<file path="config.mk">
export PLATFORM = sky130hd
export DESIGN_NAME = display_scan_mux
export DESIGN_NICKNAME = d
export VERILOG_FILES = /design/src/rtl/display_scan_mux.sv
export SDC_FILE = /design/constraint.sdc
export NUM_CORES = 1
export LEC_CHECK = 0
export ABC_AREA = 1
export BUFFER_PORTS_ARGS = -buffer_cell sky130_fd_sc_hd__buf_2
export CAP_MARGIN = 5
export CORE_UTILIZATION = 40
export CTS_BUF_LIST = sky130_fd_sc_hd__clkbuf_4
export DETAILED_ROUTE_END_ITERATION = 16
export SETUP_SLACK_MARGIN = 0.4
export SLEW_MARGIN = 40
export SYNTH_ARGS = -nofsm -noshare
export SYNTH_HDL_FRONTEND = slang
export SYNTH_SLANG_ARGS = --single-unit
</file>
<file path="constraint.sdc">
create_clock -name clk -period 1.85 [get_ports clk]
set_input_delay 0.37 -clock clk [delete_from_list [all_inputs] [get_ports clk]]
set_output_delay 0.37 -clock clk [all_outputs]
set_load 0.02 [all_outputs]
</file>
<file path="src/rtl/display_scan_mux.sv">
// display_scan_mux: N-digit time-multiplexed common-anode scanner with a frame-synchronised double buffer.
// Optional leading-zero blanking is enabled by defining DISP_LZ_BLANK_EN.
module display_scan_mux #(
  parameter int DIGITS = 4,
  parameter int DATA_W = 4,
  parameter int DIV    = 50000
) (
  input  logic                     clk,
  input  logic                     reset,
  input  logic                     enable,
  input  logic                     load,
  input  logic [DIGITS*DATA_W-1:0] data_in,
  output logic [DIGITS-1:0]        anode,
  output logic [DATA_W-1:0]        y,
  output logic                     blank,
  output logic                     frame_start
);
  localparam int PW = DIV > 1 ? $clog2(DIV) : 1;
  localparam int IW = $clog2(DIGITS);
  localparam logic [PW-1:0] PMAX = PW'(DIV - 1);
  localparam logic [IW-1:0] IMAX = IW'(DIGITS - 1);
  logic [PW-1:0] pre;
  logic [IW-1:0] idx, nidx;
  logic [DIGITS*DATA_W-1:0] shadow, active, src;
  logic pending, tick, bnd, hide;
  // At a frame boundary with a pending update, digit 0 is fetched straight from shadow
  always_comb begin
    tick = enable && pre == PMAX;
    nidx = idx == IMAX ? '0 : idx + 1'b1;
    bnd  = tick && nidx == '0;
    src  = bnd && pending ? shadow : active;
  end
`ifdef DISP_LZ_BLANK_EN
  logic [DIGITS-1:0] lz;
  for (genvar i = 0; i < DIGITS; i++) begin : g_lz
    assign lz[i] = ~|src[DIGITS*DATA_W-1:i*DATA_W];
  end
  assign hide = nidx != '0 && lz[nidx];
`else
  assign hide = 1'b0;
`endif
  always_ff @(posedge clk) begin
    if (reset) begin
      pre         <= '0;
      idx         <= IMAX;
      anode       <= '1;
      y           <= '0;
      blank       <= 1'b1;
      frame_start <= 1'b0;
      shadow      <= '0;
      active      <= '0;
      pending     <= 1'b0;
    end else begin
      if (enable) pre <= tick ? '0 : pre + 1'b1;
      if (tick) begin
        idx   <= nidx;
        anode <= hide ? '1 : ~(DIGITS'(1) << nidx);
        y     <= src[nidx*DATA_W +: DATA_W];
        blank <= hide;
      end else if (!enable) begin
        anode <= '1;
        blank <= 1'b1;
      end
      frame_start <= bnd;
      if (bnd && pending) begin
        active  <= shadow;
        pending <= 1'b0;
      end
      if (load) begin
        shadow  <= data_in;
        pending <= 1'b1;
      end
    end
  end
endmodule

</file>
# Word-level counts from Yosys, hierarchy flattened
# Cells that the tools add are included.
# word_totals
word_cells	31
inputBits	20
ff_bits	61
output_inout_bits	10
# op_classes
eq_ne	3
n_mux	9
reduce_logical	5
n_shift	2
bitwise_logic	1
n_addsub	2
# op_table
operator	n
$mux 16	2
$add 16x1->16 const B	1
$eq 16x16->1 const B	1
$shiftx 16x5->4	1
$mux 4	2
$mux 1	4
$not 4->4	1
$shl 1x2->4 const A	1
$logic_and 1x1->1	3
$add 2x1->2 const B	1
$eq 2x2->1 const B	1
$logic_not 2->1	1
$mux 2	1
$ne 2x1->1 const B	1
$reduce_bool 2->1	1

# Longest topological paths before layout
# depth
ltp_word	7
depth_mapped	13
mapped_depth_nobuf	12

# Worst setup path after synthesis
# OpenSTA, ideal clock, no wires.
# synth_path
kind	reg-to-reg
startpoint	register pre[0]
endpoint	register y[3]
t_required_ps	1737
period_less_slack_ps	1664
setup_time_ps	113
path_stages_with_launch	14
slack_ps	186
arrival_time_ps	1551
path_buffers	1
cell_sequence	dfxtp_1 > ha_1 > nand2_2 > inv_2 > nand2_1 > nor2_4 > nand3_4 > nor2_8 > buf_6 > nand3_1 > nand3_1 > nand3_1 > nand3_1 > nand2_1
# synth_between
elab_chain_len	6
# synth_rtl
item	line_no	text
start: declaration	22	logic [PW-1:0] pre;
start signal: assignment	54	if (enable) pre <= tick ? '0 : pre + 1'b1;
$eq 16x16->1 (*)	28	tick = enable && pre == PMAX;
$logic_and 1x1->1 (*)	28	
$logic_and 1x1->1	30	bnd = tick && nidx == '0;
$logic_and 1x1->1	31	src = bnd && pending ? shadow : active;
$mux 16	n/a	
$shiftx 16x5->4	58	y <= src[nidx*DATA_W +: DATA_W];
end signal: assignment	58	
end: declaration	14	output logic [DATA_W-1:0] y,
# Mark *: on every way between the ends. The rest lies on a longest branch, timed or not.
# A chain may end at the register's enable or synchronous reset.

# Worst setup path in the final report
# layout_path
startpoint	register idx[1]
endpoint	register y[3]
# layout_between
elab_chain_len	7
elab_cells_between_ends	8
cone_classes	add/sub (1); eq/ne (1); shift (1); mux (2); reduce/logical (3)
# layout_rtl
item	line_no	text
start: declaration	23	logic [IW-1:0] idx, nidx;
start signal: assignment	56	idx <= nidx;
$add 2x1->2 / $eq 2x2->1 (equally long branches)	29	nidx = idx == IMAX ? '0 : idx + 1'b1;
$mux 2 (*)	29	
$logic_not 2->1	30	
$logic_and 1x1->1	30	
$logic_and 1x1->1	31	
$mux 16	n/a	
$shiftx 16x5->4 (*)	58	
# Marked as above.

==> results.txt <==
largest net degree at the start of global routing: 27
syn_area_per_cell: 7.30 um2
EDFF count, synth: 0
Yosys warning total: 0
r2r startpoint: idx[1]$_SDFFE_PP1N_
Critical Path Source Type: flip-flop
status: complete, no violations
Distinct cells, synth: 33
Crit path buffers/inverters: 2
vias per cell: 4.85
Critical Path Fanout Max: 8
Max Fclk: 582 MHz
drt total wl: 7230 um
Hold Path Stages: 3
Critical Path Max Stage Delay: 400 ps
syn nets: 418
r2r endpoint: y[3]$_SDFFE_PP0N_
sink of the worst hold path: shadow[7]$_SDFFE_PP0P_
Worst EP arrival: 2040 ps
Clk Latency, worst-skew pair: 430 ps
Worst Reg-to-Reg Cells: 9
Nets: 495
top post-synthesis cells by count: dfxtp_1, nand2_1, nor2_1, inv_1, nand3_1
Clk Tree Root Cell: clkbuf_4
endpoints failing setup: 0
max cap viols: 0
Final Non-Filler Cells: 570
Synth Cell Area: 2860 um2
cell taking the most area after synthesis: dfxtp_1
RSZ-0062 raised after global routing: true
Clock Skew: 19.3 ps
FF+latch count, synth: 61
dpl ws: 83.0 ps
fraction of layout cells with a size suffix above 1: 0.373
Crit. End Element: flip-flop
final worst slack: 132 ps
CTS tree: done
Pleak: 1.64 nW
minimum clock period: 1720 ps
Initial Utilization: 0.417
global route overflow: 0
Req. time, crit path: 2170 ps
Max H-tree Level: 3
Inst Count DP: 524
drt first pass iters: 4
I/O pins: 30
first-pass GRT wire length: 11800 um
setup TNS: 0 ps
drt drc: 0
top-area cell type share of the netlist area: 0.427
Clock Sink Count: 61
routed vias: 2765
Clk pin slew, worst setup/hold paths: 110 ps
Core Region: 6870 um2
Slew headroom: 0.782
port bufs: 29
total CTS buffers: 9
ant diodes: 0
Seq/Total Area, Yosys: 0.427
worst hold path type: in -> reg
most used cell, CP: nand3_1
VDD IR max: 0.454 mV
initial antenna violation count: 0
Syn-to-layout area delta: 36.8%
worst-path cell chain: ha_2 -> clkinvlp_4 -> nor2_4 -> buf_12 -> nand3b_1 -> nand3_1 -> nand3_1 -> nand3_1 -> nand2_1
wire per inst: 12.7 um
DRT antenna net count: 0
Reg2Reg Setup Slack: 130 ps
worst slew pin tran: 324 ps
Die Span Y: 86.6 um
Total GRT Usage: 0.204
Hold Vio Cnt, Final: 0
pwr/cell area: 668 nW/um2
CP delay by family, top: simple AND/OR/NAND/NOR gates
Slew Viols, Final: 0
Mapped Cells: 392
Final Wtd Congestion: 0.878
vias in the first global route: 2578
Die W: 86.6 um
hpwl dp: 4720 um
WS Path Type: reg -> reg
ys flop type: dfxtp_1
Post-synth ARST share: 0
site row count: 30
Iteration-0 DRC Markers: 79
Fillers: 642
CP max stage cell: dfxtp_1
DIE AREA: 7500 um2
Final period util: 0.929
Worst Hold Launch: data_in[7]
Longest Clk Path Bufs: 2
dominant cells by area after synthesis: dfxtp_1, nand2_1, nand3_1
## routing by layer
| layer | part of all wire | GRT usage | up-vias |
|---|---|---|---|
| met5 | 0 | 0 | - |
| met4 | 0.015 | 0.0864 | 0 |
| met3 | 0.033 | 0.0486 | 11 |
| met2 | 0.47 | 0.337 | 57 |
| met1 | 0.48 | 0.256 | 1268 |
| li1 | - | - | 1429 |
## layout by cell type (no fill, tap or decap), types with 4 or more instances in the layout
cell,n
nor2_2,7
nand3_1,36
a21oi_1,24
nor3_1,6
o21ai_0,20
nand2_2,15
clkbuf_4,9
nand3b_1,4
buf_2,29
buf_4,39
dfxtp_4,6
dfxtp_1,46
ha_1,4
nand4_1,8
nand3_2,8
buf_6,7
nor2_1,40
inv_1,42
dfxtp_2,9
clkinvlp_4,5
nor2_4,10
nand2_1,54
inv_2,8
## tightest hold or removal path: stages
cell and delay [ps]:
buf_2 80, nor2_1 30, nor2_1 80
## cell families (layout without fill, tap and decap cells)
| family | after synthesis | in the layout | share of synthesized area |
|---|---|---|---|
| AND/OR/NAND/NOR | 198 | 200 | 0.334 |
| buffers and inverters | 69 | 149 | 0.101 |
| flip-flops | 61 | 61 | 0.427 |
| AO/OA/AOI/OAI | 55 | 55 | 0.103 |
| adder cells (fa/ha/maj) | 6 | 6 | 0.0262 |
| XOR/XNOR | 3 | 3 | 0.00918 |
## worst max path at each step
stage | endpoint | slack (ps) | startpoint | depth (start not counted)
finish | y[3]$_SDFFE_PP0N_ | 130 | idx[1]$_SDFFE_PP1N_ | 9
global route | y[3]$_SDFFE_PP0N_ | 40 | idx[1]$_SDFFE_PP1N_ | 9
CTS | y[3]$_SDFFE_PP0N_ | 130 | pre[0]$_SDFFE_PP0P_ | 13
detailed placement | y[2]$_SDFFE_PP0N_ | 80 | pre[6]$_SDFFE_PP0P_ | 11
global placement | y[2]$_SDFFE_PP0N_ | 70 | pre[6]$_SDFFE_PP0P_ | 11
floorplan | y[3]$_SDFFE_PP0N_ | 260 | pre[1]$_SDFFE_PP0P_ | 13
## layout make-up
cell class              count  area, um2  area share
clock buffers               9       67.6      0.0172
clock inverters             7        100      0.0256
inverters                  55        216      0.0553
multi-input cells         264       1580       0.404
flip-flops and latches     61       1250       0.320
well taps                  96        120      0.0307
repair buffers             78        577       0.147
## stage by stage
stage               total power [mW]  area, um2  utilization  hold WS, ps
detailed placement              1.53       3230        0.471          443
global placement                1.53       3230        0.471          439
finish                          2.62       3920        0.570          166
floorplan                       1.47       2880            -          434
CTS                             2.64       3750        0.546          157
global route                    2.73       3920        0.570          166
## report_power, final
part | leakage [nW] | switching (mW) | internal [mW]
registers | 0.505 | 0.0145 | 1.34
clock network | 0.0784 | 0.552 | 0.550
logic | 1.06 | 0.0975 | 0.0664
## flip-flops by register name, indices dropped and copies added (netlist names), 2 cells and up
name	count
anode	4
idx	2
pre	16
shadow	16
y	4
active	16
## repair_timing
item / 4_1_cts / 5_1_grt
hold endpoints to repair: 0 / 0
buffers inserted: 18 / 10
gates resized for setup: 50 / 27
pin swaps: 14 / 20
cloned: 1 / 1
endpoints found under the setup margin: 35 / 37
hold buffers: 0 / 0
(Power assumes the default switching activity.)
